### config.mk
export PLATFORM = sky130hd
export DESIGN_NAME = rv32i_decode_stage
export DESIGN_NICKNAME = d
export VERILOG_FILES = /design/src/rtl/rv32i_decode_stage.sv
export SDC_FILE = /design/constraint.sdc
export NUM_CORES = 1
export LEC_CHECK = 0
export BUFFER_PORTS_ARGS = -buffer_cell sky130_fd_sc_hd__buf_2
export CAP_MARGIN = 0
export CORE_UTILIZATION = 48
export CTS_BUF_LIST = sky130_fd_sc_hd__clkbuf_8
export DETAILED_ROUTE_END_ITERATION = 7
export PLACE_DENSITY = 0.71
export RECOVER_POWER = 100
export SLEW_MARGIN = 0
export SYNTH_ARGS = -nofsm -noshare
export SYNTH_HDL_FRONTEND = slang
export SYNTH_SLANG_ARGS = --single-unit
### constraint.sdc
create_clock -name clk -period 4.7 [get_ports clk]
set_clock_uncertainty 0.2 [all_clocks]
set_input_delay 0.94 -clock clk [delete_from_list [all_inputs] [get_ports clk]]
set_output_delay 0.94 -clock clk [all_outputs]
set_load 0.02 [all_outputs]
### src/rtl/rv32i_decode_stage.sv
// RV32I decode pipeline stage: combinational decode of the full base set, registered into a
// valid/ready output stage with an optional two-entry skid buffer, flush and illegal counter.
module rv32i_decode_stage #(
  parameter int unsigned PC_WIDTH  = 32,
  parameter bit          SKID      = 1'b1,
  parameter int unsigned CNT_WIDTH = 16
) (
  input  logic                 clk,
  input  logic                 rst_n,
  input  logic                 flush,
  input  logic                 in_valid,
  output logic                 in_ready,
  input  logic [31:0]          in_instr,
  input  logic [PC_WIDTH-1:0]  in_pc,
  output logic                 out_valid,
  input  logic                 out_ready,
  output logic [PC_WIDTH-1:0]  out_pc,
  output logic [4:0]           out_rs1,
  output logic [4:0]           out_rs2,
  output logic [4:0]           out_rd,
  output logic [31:0]          out_imm,
  output logic [3:0]           out_alu_op,
  output logic [1:0]           out_alu_src,
  output logic                 out_reg_write,
  output logic                 out_mem_read,
  output logic                 out_mem_write,
  output logic                 out_branch,
  output logic                 out_jump,
  output logic [1:0]           out_mem_to_reg,
  output logic [2:0]           out_funct3,
  output logic                 out_illegal,
  output logic [CNT_WIDTH-1:0] illegal_count
);

  typedef enum logic [3:0] {
    ALU_ADD = 4'b0000, ALU_SUB = 4'b0001, ALU_AND = 4'b0010, ALU_OR   = 4'b0011,
    ALU_XOR = 4'b0100, ALU_SLL = 4'b0101, ALU_SRL = 4'b0110, ALU_SRA  = 4'b0111,
    ALU_SLT = 4'b1000, ALU_SLTU = 4'b1001
  } alu_op_e;

  typedef enum logic [1:0] {SRC_RS1_RS2, SRC_RS1_IMM, SRC_PC_IMM, SRC_ZERO_IMM} alu_src_e;
  typedef enum logic [1:0] {WB_ALU, WB_MEM, WB_PC4} wb_sel_e;

  typedef enum logic [6:0] {
    OP_R      = 7'b0110011, OP_IMM   = 7'b0010011, OP_LOAD = 7'b0000011,
    OP_STORE  = 7'b0100011, OP_BRANCH = 7'b1100011, OP_JAL  = 7'b1101111,
    OP_JALR   = 7'b1100111, OP_LUI   = 7'b0110111, OP_AUIPC = 7'b0010111
  } opcode_e;

  typedef struct packed {
    logic [PC_WIDTH-1:0] pc;
    logic [4:0]          rs1;
    logic [4:0]          rs2;
    logic [4:0]          rd;
    logic [31:0]         imm;
    alu_op_e             alu_op;
    alu_src_e            alu_src;
    logic                reg_write;
    logic                mem_read;
    logic                mem_write;
    logic                branch;
    logic                jump;
    wb_sel_e             mem_to_reg;
    logic [2:0]          funct3;
    logic                illegal;
  } bundle_t;

  // alt selects SUB over ADD and SRA over SRL; it is ignored for the other funct3 values.
  function automatic alu_op_e alu_from_f3(input logic [2:0] f3, input logic alt);
    case (f3)
      3'b000:  return alt ? ALU_SUB : ALU_ADD;
      3'b001:  return ALU_SLL;
      3'b010:  return ALU_SLT;
      3'b011:  return ALU_SLTU;
      3'b100:  return ALU_XOR;
      3'b101:  return alt ? ALU_SRA : ALU_SRL;
      3'b110:  return ALU_OR;
      default: return ALU_AND;
    endcase
  endfunction

  logic [6:0]  funct7;
  logic [2:0]  funct3;
  logic [31:0] imm_i, imm_s, imm_b, imm_u, imm_j;
  logic        dec_writes;
  bundle_t     dec;

  assign funct7 = in_instr[31:25];
  assign funct3 = in_instr[14:12];
  assign imm_i  = {{20{in_instr[31]}}, in_instr[31:20]};
  assign imm_s  = {{20{in_instr[31]}}, in_instr[31:25], in_instr[11:7]};
  assign imm_b  = {{19{in_instr[31]}}, in_instr[31], in_instr[7], in_instr[30:25], in_instr[11:8], 1'b0};
  assign imm_u  = {in_instr[31:12], 12'h000};
  assign imm_j  = {{11{in_instr[31]}}, in_instr[31], in_instr[19:12], in_instr[20], in_instr[30:21], 1'b0};

  // NOTE: every field gets a default before the case so no path leaves a latch behind.
  always_comb begin
    dec        = '0;
    dec.pc     = in_pc;
    dec.rs1    = in_instr[19:15];
    dec.rs2    = in_instr[24:20];
    dec.rd     = in_instr[11:7];
    dec.funct3 = funct3;
    dec.alu_op = ALU_ADD;
    dec_writes = 1'b0;
    case (opcode_e'(in_instr[6:0]))
      OP_R: begin
        dec.alu_op  = alu_from_f3(funct3, funct7[5]);
        dec_writes  = 1'b1;
        dec.illegal = !(funct7 == 7'b0000000 ||
                        (funct7 == 7'b0100000 && (funct3 == 3'b000 || funct3 == 3'b101)));
      end
      OP_IMM: begin
        dec.imm     = imm_i;
        dec.alu_src = SRC_RS1_IMM;
        dec.alu_op  = alu_from_f3(funct3, funct3 == 3'b101 && in_instr[30]);
        dec_writes  = 1'b1;
        if (funct3 == 3'b001)      dec.illegal = (funct7 != 7'b0000000);
        else if (funct3 == 3'b101) dec.illegal = !(funct7 == 7'b0000000 || funct7 == 7'b0100000);
      end
      OP_LOAD: begin
        dec.imm        = imm_i;
        dec.alu_src    = SRC_RS1_IMM;
        dec.mem_read   = 1'b1;
        dec.mem_to_reg = WB_MEM;
        dec_writes     = 1'b1;
        dec.illegal    = (funct3 == 3'b011 || funct3 == 3'b110 || funct3 == 3'b111);
      end
      OP_STORE: begin
        dec.imm       = imm_s;
        dec.alu_src   = SRC_RS1_IMM;
        dec.mem_write = 1'b1;
        dec.illegal   = (funct3 >= 3'b011);
      end
      OP_BRANCH: begin
        dec.imm     = imm_b;
        dec.branch  = 1'b1;
        dec.illegal = (funct3 == 3'b010 || funct3 == 3'b011);
        if (funct3[2:1] == 2'b00)      dec.alu_op = ALU_SUB;
        else if (funct3[2:1] == 2'b10) dec.alu_op = ALU_SLT;
        else if (funct3[2:1] == 2'b11) dec.alu_op = ALU_SLTU;
      end
      OP_JAL: begin
        dec.imm        = imm_j;
        dec.jump       = 1'b1;
        dec.alu_src    = SRC_PC_IMM;
        dec.mem_to_reg = WB_PC4;
        dec_writes     = 1'b1;
      end
      OP_JALR: begin
        dec.imm        = imm_i;
        dec.jump       = 1'b1;
        dec.alu_src    = SRC_RS1_IMM;
        dec.mem_to_reg = WB_PC4;
        dec_writes     = 1'b1;
        dec.illegal    = (funct3 != 3'b000);
      end
      OP_LUI: begin
        dec.imm     = imm_u;
        dec.alu_src = SRC_ZERO_IMM;
        dec_writes  = 1'b1;
      end
      OP_AUIPC: begin
        dec.imm     = imm_u;
        dec.alu_src = SRC_PC_IMM;
        dec_writes  = 1'b1;
      end
      default: dec.illegal = 1'b1;
    endcase
    dec.reg_write = dec_writes && (dec.rd != 5'd0) && !dec.illegal;
    if (dec.illegal) begin
      dec.mem_read  = 1'b0;
      dec.mem_write = 1'b0;
      dec.branch    = 1'b0;
      dec.jump      = 1'b0;
    end
  end

  bundle_t              out_q, out_d, skid_q, skid_d;
  logic                 out_valid_q, out_valid_d, skid_valid_q, skid_valid_d;
  logic [CNT_WIDTH-1:0] cnt_q, cnt_d;
  logic                 accept;

  assign in_ready = SKID ? !skid_valid_q : (!out_valid_q || out_ready);
  assign accept   = in_valid && in_ready && !flush;

  always_comb begin
    out_d        = out_q;
    out_valid_d  = out_valid_q;
    skid_d       = skid_q;
    skid_valid_d = skid_valid_q;
    if (flush) begin
      out_valid_d  = 1'b0;
      skid_valid_d = 1'b0;
    end else if (SKID) begin
      if (!out_valid_q || out_ready) begin
        if (skid_valid_q) begin
          out_d        = skid_q;
          out_valid_d  = 1'b1;
          skid_valid_d = 1'b0;
        end else begin
          out_valid_d = accept;
          if (accept) out_d = dec;
        end
      end else if (accept) begin
        skid_d       = dec;
        skid_valid_d = 1'b1;
      end
    end else if (accept) begin
      out_d       = dec;
      out_valid_d = 1'b1;
    end else if (out_ready) begin
      out_valid_d = 1'b0;
    end
  end

  always_comb begin
    cnt_d = cnt_q;
    if (accept && dec.illegal && cnt_q != '1) cnt_d = cnt_q + 1'b1;
  end

  // NOTE: the payload registers are reset as well, since the bundle outputs must read zero out of reset.
  always_ff @(posedge clk or negedge rst_n) begin
    if (!rst_n) begin
      out_q        <= '0;
      skid_q       <= '0;
      out_valid_q  <= 1'b0;
      skid_valid_q <= 1'b0;
      cnt_q        <= '0;
    end else begin
      // NOTE: non-blocking so every register samples the pre-edge values of its peers.
      out_q        <= out_d;
      skid_q       <= skid_d;
      out_valid_q  <= out_valid_d;
      skid_valid_q <= skid_valid_d;
      cnt_q        <= cnt_d;
    end
  end

  assign out_valid      = out_valid_q;
  assign out_pc         = out_q.pc;
  assign out_rs1        = out_q.rs1;
  assign out_rs2        = out_q.rs2;
  assign out_rd         = out_q.rd;
  assign out_imm        = out_q.imm;
  assign out_alu_op     = out_q.alu_op;
  assign out_alu_src    = out_q.alu_src;
  assign out_reg_write  = out_q.reg_write;
  assign out_mem_read   = out_q.mem_read;
  assign out_mem_write  = out_q.mem_write;
  assign out_branch     = out_q.branch;
  assign out_jump       = out_q.jump;
  assign out_mem_to_reg = out_q.mem_to_reg;
  assign out_funct3     = out_q.funct3;
  assign out_illegal    = out_q.illegal;
  assign illegal_count  = cnt_q;

endmodule

[Yosys cells after proc, flatten, opt, wreduce, memory -nomap -nowiden]
Index checks and enable logic that the tools add are counted.
Storage, ports and cells
  bits in registers: 210
  latch bits: 0
  bits in writable memories: 0
  ROM bits: 0
  output and inout bits: 114
  logic and storage cells: 126
  memories: 0
Cells by class
  add/sub/neg operators: 1
  $mul: 0
  div/mod/pow operators: 0
  $lt $le $gt $ge: 1
  equal/unequal tests: 20
  shift-type cells: 0
  muxes and demuxes: 30
  bitwise operators: 2
  reduce and logical (&&, ||, !) cells: 39
Operator list (count)
  $mux W96: 2
  $pmux W32 S5: 1
  $pmux W4 S7: 2
  $eq A7 B6 Y1 const B: 4
  $eq A7 B7 Y1 const B: 3
  $mux W1: 17
  $add A16 B1 Y16 const B: 1
  $mux W4: 4
  $ne A16 B16 Y1 const B: 1
  $eq A7 B5 Y1 const B: 2
  $eq A3 B3 Y1 const B: 4
  $pmux W4 S3: 1
  $logic_and A1 B1 Y1: 8
  $eq A7 B2 Y1 const B: 1
  $logic_not A7 Y1: 1
  $logic_or A1 B1 Y1: 7
  $pmux W1 S7: 1
  $reduce_bool A7 Y1: 1
  $reduce_or A7 Y1: 1
  $eq A3 B2 Y1 const B: 2
  $logic_not A1 Y1: 6
  $pmux W2 S3: 1
  $reduce_and A3 Y1: 2
  $reduce_bool A3 Y1: 2
  12 further kinds: 18

[Longest topological paths before layout]
  word-level depth: 10
  depth in mapped cells: 11
  mapped depth without buffers: 8

[Worst setup path after synthesis]
Ideal clock, no wire load.
  path type: input port to flip-flop
  start: input port in_instr[14]
  end: register out_q, in the netlist out_mem_read
  library setup time: 0.090 ns
  arrival time: 2.924 ns
  data required time: 4.410 ns
  path slack: 1.486 ns
  stages on the path: 11
  path buffers: 3
  cells stage by stage: clkbuf_1 > inv_1 > ha_1 > o21ai_0 > a211o_1 > nor2_1 > or4_1 > buf_2 > buf_6 > or2_4 > o31ai_4
Between the ends
  longest elaborated chain between the ends: 9
  elaborated cells on any way between the ends: 22
Ends and longest elaborated chain
  start, declared: line 13  | input logic [31:0] in_instr,
  $eq A3 B3 Y1 / $logic_not A3 Y1 (equally long branches): line 111, 119
  $logic_or A1 B1 Y1: line 111  | (funct7 == 7'b0100000 && (funct3 == 3'b000 || funct3 == 3'b101)));
  $logic_and A1 B1 Y1: line 111
  $logic_or A1 B1 Y1: line 110  | dec.illegal = !(funct7 == 7'b0000000 ||
  $logic_not A1 Y1: line 110
  $pmux W1 S7 (*): line 106  | case (opcode_e'(in_instr[6:0]))
  $mux W4 (*): line 171  | if (dec.illegal) begin
  $mux W96 (*): line 203  | if (accept) out_d = dec;
  $mux W96 (*): line 197  | if (skid_valid_q) begin
  end signal, assigned: line 232  | out_q <= out_d;
  end, declared: line 179  | bundle_t out_q, out_d, skid_q, skid_d;
Every way passes the cells marked *; elsewhere a longest branch is shown, timed or not. The select of a mux whose other input is x is not followed.
A chain may end at the register's enable or synchronous reset.

[Final worst setup path]
  start: input port in_instr[3]
  end: register cnt_q[12] (netlist: illegal_count[12])
Between the ends
  longest elaborated chain between the ends: 5
  elaborated cells on any way between the ends: 13
Ends and longest elaborated chain
  $eq A7 B7 Y1, or another cell as far along: line 106
  $reduce_or A3 Y1 (no line)
  $pmux W1 S7 (*): line 106
  $logic_and A1 B1 Y1 (*) (2 in series): line 219  | if (accept && dec.illegal && cnt_q != '1) cnt_d = cnt_q + 1'b1;
  end signal, assigned: line 236  | cnt_q <= cnt_d;
  end, declared: line 181  | logic [CNT_WIDTH-1:0] cnt_q, cnt_d;
Every way passes the cells marked *; elsewhere a longest branch is shown, timed or not.

==> impl_metrics.yaml <==
hold_path:
  hp-class: "reg2reg"
  min-delay-start: "out_pc[26]"
route:
  routed_wl_mm: 22.9
  antenna_left: 0
  avgViaCountPerCell: 5.31
  drt_iter0_drc: 386
  routedWlPerCell_um: 16.8
  dr.pass1.iters: 6
  drc_errors: 0
  num_vias: 7256
worst_setup_path:
  path_cells: "clkbuf_1 > nor4bb_1 > nand2b_1 > a311oi_1 > or4_1 > nand4_1 > mux2_2"
  cp-start-kind: "primary input"
  cp_slowest_cell: "or4_1"
  crit_type: "in2reg"
  end_kind: "register"
  cp_data_required_time_ns: 4.88
  slowest_delay_ns: 0.74
  cp_max_fo: 25
  path_buf_inv: 1
  reg2reg_from: "skid_valid_q"
  critPathLaunch: "in_instr[3]"
  cp_top_family: "simple AND/OR/NAND/NOR gates"
  cp.arrival_ns: 3.67
logic_synthesis:
  synthTopCellsByCount: "210 x dfrtp_1, 154 x nand2_1, 144 x o21ai_0, 66 x mux2_2, 57 x clkbuf_1"
  syn_inst: 911
  synth_nets: 985
  synth.area.top_cells: "dfrtp_1 56%, mux2_2 7.9%, o21ai_0 7.6%"
  synth_cell_types: 48
  yosys.area_share.adder: 0.00662
  yosysTopAreaCell: "dfrtp_1"
  yosys_warnings: 0
  synthFlopType: "dfrtp_1"
  synth-simple-area-share: 0.118
  synthXorXnorAreaFrac: 0.0139
  synth.mux.area_fraction: 0.133
  synth_edf_count: 0
  yosysTopAreaCellShare: 0.556
  syn_area_per_cell_um2: 10.4
  ys_seq_elements: 210
  netlist_area_um2: 9450
  yosysSeqAreaShare: 0.556
  synth_top_family_by_area: "compound AO/OA/AOI/OAI gates"
  async_flop_share: 1.00
  synth_compound_area_frac: 0.142
  synth.most_common_cell: "dfrtp_1"
clock_network:
  cts-root-buf: "clkbuf_8"
  cts_tree: "yes"
  cts_buffers: 37
  clkSinkCount: 210
  post_cts_buffers: 0
  htree_levels: 2
  cts.repair.resized: 0
  cts_buffer_depth: 3
  path_clk_slew_ns: 0.05
  clock_latency_ns: 0.51
  cts_hold_buf: 0
floorplanning:
  start_util: 0.497
  io-pin-count: 183
  core_um2: 19000
  die_area_um2: 20300
  die_w_um: 142
  fp.dieH_um: 142
  core.rowCount: 50
cells_and_area:
  regMostFlops: "skid_q"
  drive_gt1_frac: 0.186
  synthToLayoutAreaGrowth_pct: 18.5
  fin_util: 0.589
  fin_nets: 1152
  largest_register_ffs: 96
global_route:
  grt_first_pass_wirelength_mm: 37.5
  grt_overflow: 0
  grt_pass1_vias: 7189
  antenna_found_initial: 1
  grt.total_usage: 0.236
  grt_max_degree: 101
pwr:
  p_int_mw: 3.31
  vdd.ir_drop.worst_mv: 0.311
  switching_share: 0.285
  seq_power_share: 0.473
  switchingPower_mw: 1.32
  combinationalPowerShare: 0.151
  power.density_nw_per_um2: 413
  p_leak_nw: 4.86
  clockPowerShare: 0.376
flow_run:
  max_cap_viol_count: 2
placement:
  port_buffers: 182
  gp_congestion: 0.864
  place_ws_ns: 0.897
  dpl.hpwl_mm: 15.2
sta:
  grt_setup_unrepaired: "false"
  finalCriticalPeriod_ns: 3.49
  tns_ns: 0
  finalSetupViolations: 0
  max_freq_mhz: 286
  worstMarginPinSlew_ns: 2.48
  period_share: 0.743
  setup_slack_ns: 1.21
  slew_headroom: -0.655
  slew_violations: 166
  hold_violations: 0
status:
  status: "finished, violations left"
  failed_checks: "capacitance limit, slew limit"
==> routing by layer <==
layer	vias up	part of all wire	track usage
li1	3536	-	-
met4	0	0.015	0.0764
met3	36	0.056	0.0515
met1	3490	0.47	0.329
met5	-	0	0
met2	194	0.46	0.369
==> power groups by stage <==
| stage | clock (mW) | combinational, mW | sequential, mW |
|---|---|---|---|
| final | 1.74 | 0.699 | 2.19 |
| after global routing | 1.87 | 0.777 | 2.22 |
| after CTS | 1.78 | 0.745 | 2.18 |
| after detailed placement | 0 | 0.745 | 2.21 |
| after global placement | 0 | 0.730 | 2.20 |
| after floorplan | 0 | 0.313 | 2.34 |
==> cell families (layout without fill, tap and decap cells) <==
kind of cell	after synthesis	count (layout)
mux	117	117
simple gates	253	253
fa+ha+maj	5	5
other cells	0	1
flops	210	210
compound gates	237	237
buf+inv	74	269
xor+xnor	15	15
==> worst register-to-register path, delay by kind of cell, from the launching register on <==
family | cells | cell delay (ns)
AOI/OAI and AO/OA | 1 | 0.19
buffers and inverters | 1 | 0.37
DFF | 1 | 0.50
and+or+nand+nor | 2 | 1.98
==> layout by cell type, fill, tap and decap left out, types with 3 or more instances in the layout <==
cell type / netlist / final
dfrtp_1: 210 / 210
nand2_1: 154 / 153
o21ai_0: 144 / 145
clkbuf_1: 57 / 119
mux2_2: 66 / 66
buf_2: 4 / 65
clkbuf_8: 0 / 53
mux2i_1: 51 / 51
a21oi_1: 43 / 43
nor2_1: 27 / 27
inv_1: 8 / 16
nand3_1: 16 / 16
xnor2_1: 14 / 14
nor3_1: 13 / 11
a211oi_1: 11 / 11
and3_1: 8 / 8
o21a_1: 7 / 7
o211ai_1: 6 / 6
nand2b_1: 6 / 6
a22oi_1: 6 / 6
nand4_1: 6 / 6
buf_4: 0 / 6
o31ai_1: 5 / 5
ha_1: 5 / 5
or3_1: 4 / 4
clkinv_2: 0 / 4
nor2b_1: 3 / 3
o41ai_1: 3 / 3
a211o_1: 3 / 3
==> through the flow <==
step	std cells	power (mW)	cell area (um2)	hold WS (ns)
5_1_grt	1366	4.86	11200	0.292
6_report	1367	4.63	11200	0.272
4_1_cts	1366	4.71	11400	0.277
3_5_place_dp	1299	2.96	10600	0.264
2_1_floorplan	911	2.65	9450	0.242
3_3_place_gp	1299	2.93	10600	0.255
==> worst paths after layout <==
kind	to	slack, ns	depth (start not counted)
hold reg to reg	out_pc[26]	0.27	2
hold / removal	out_pc[26]	0.27	2
setup reg to reg	out_pc[17]	1.32	4
setup / recovery	illegal_count[12]	1.21	7
min in group asynchronous	skid_q[65]	1.00	1
max in group asynchronous	skid_q[43]	1.35	2
==> cell type report <==
cell class	instances	area, um2
timing repair buffer	194	867
multi-input combinational	627	3920
antenna	1	2.50
clock buffer	53	729
tap	260	325
sequential	210	5260
clock inverter	14	65.1
inverter	8	30.0
fill	1728	7820
(Power assumes the default switching activity.)
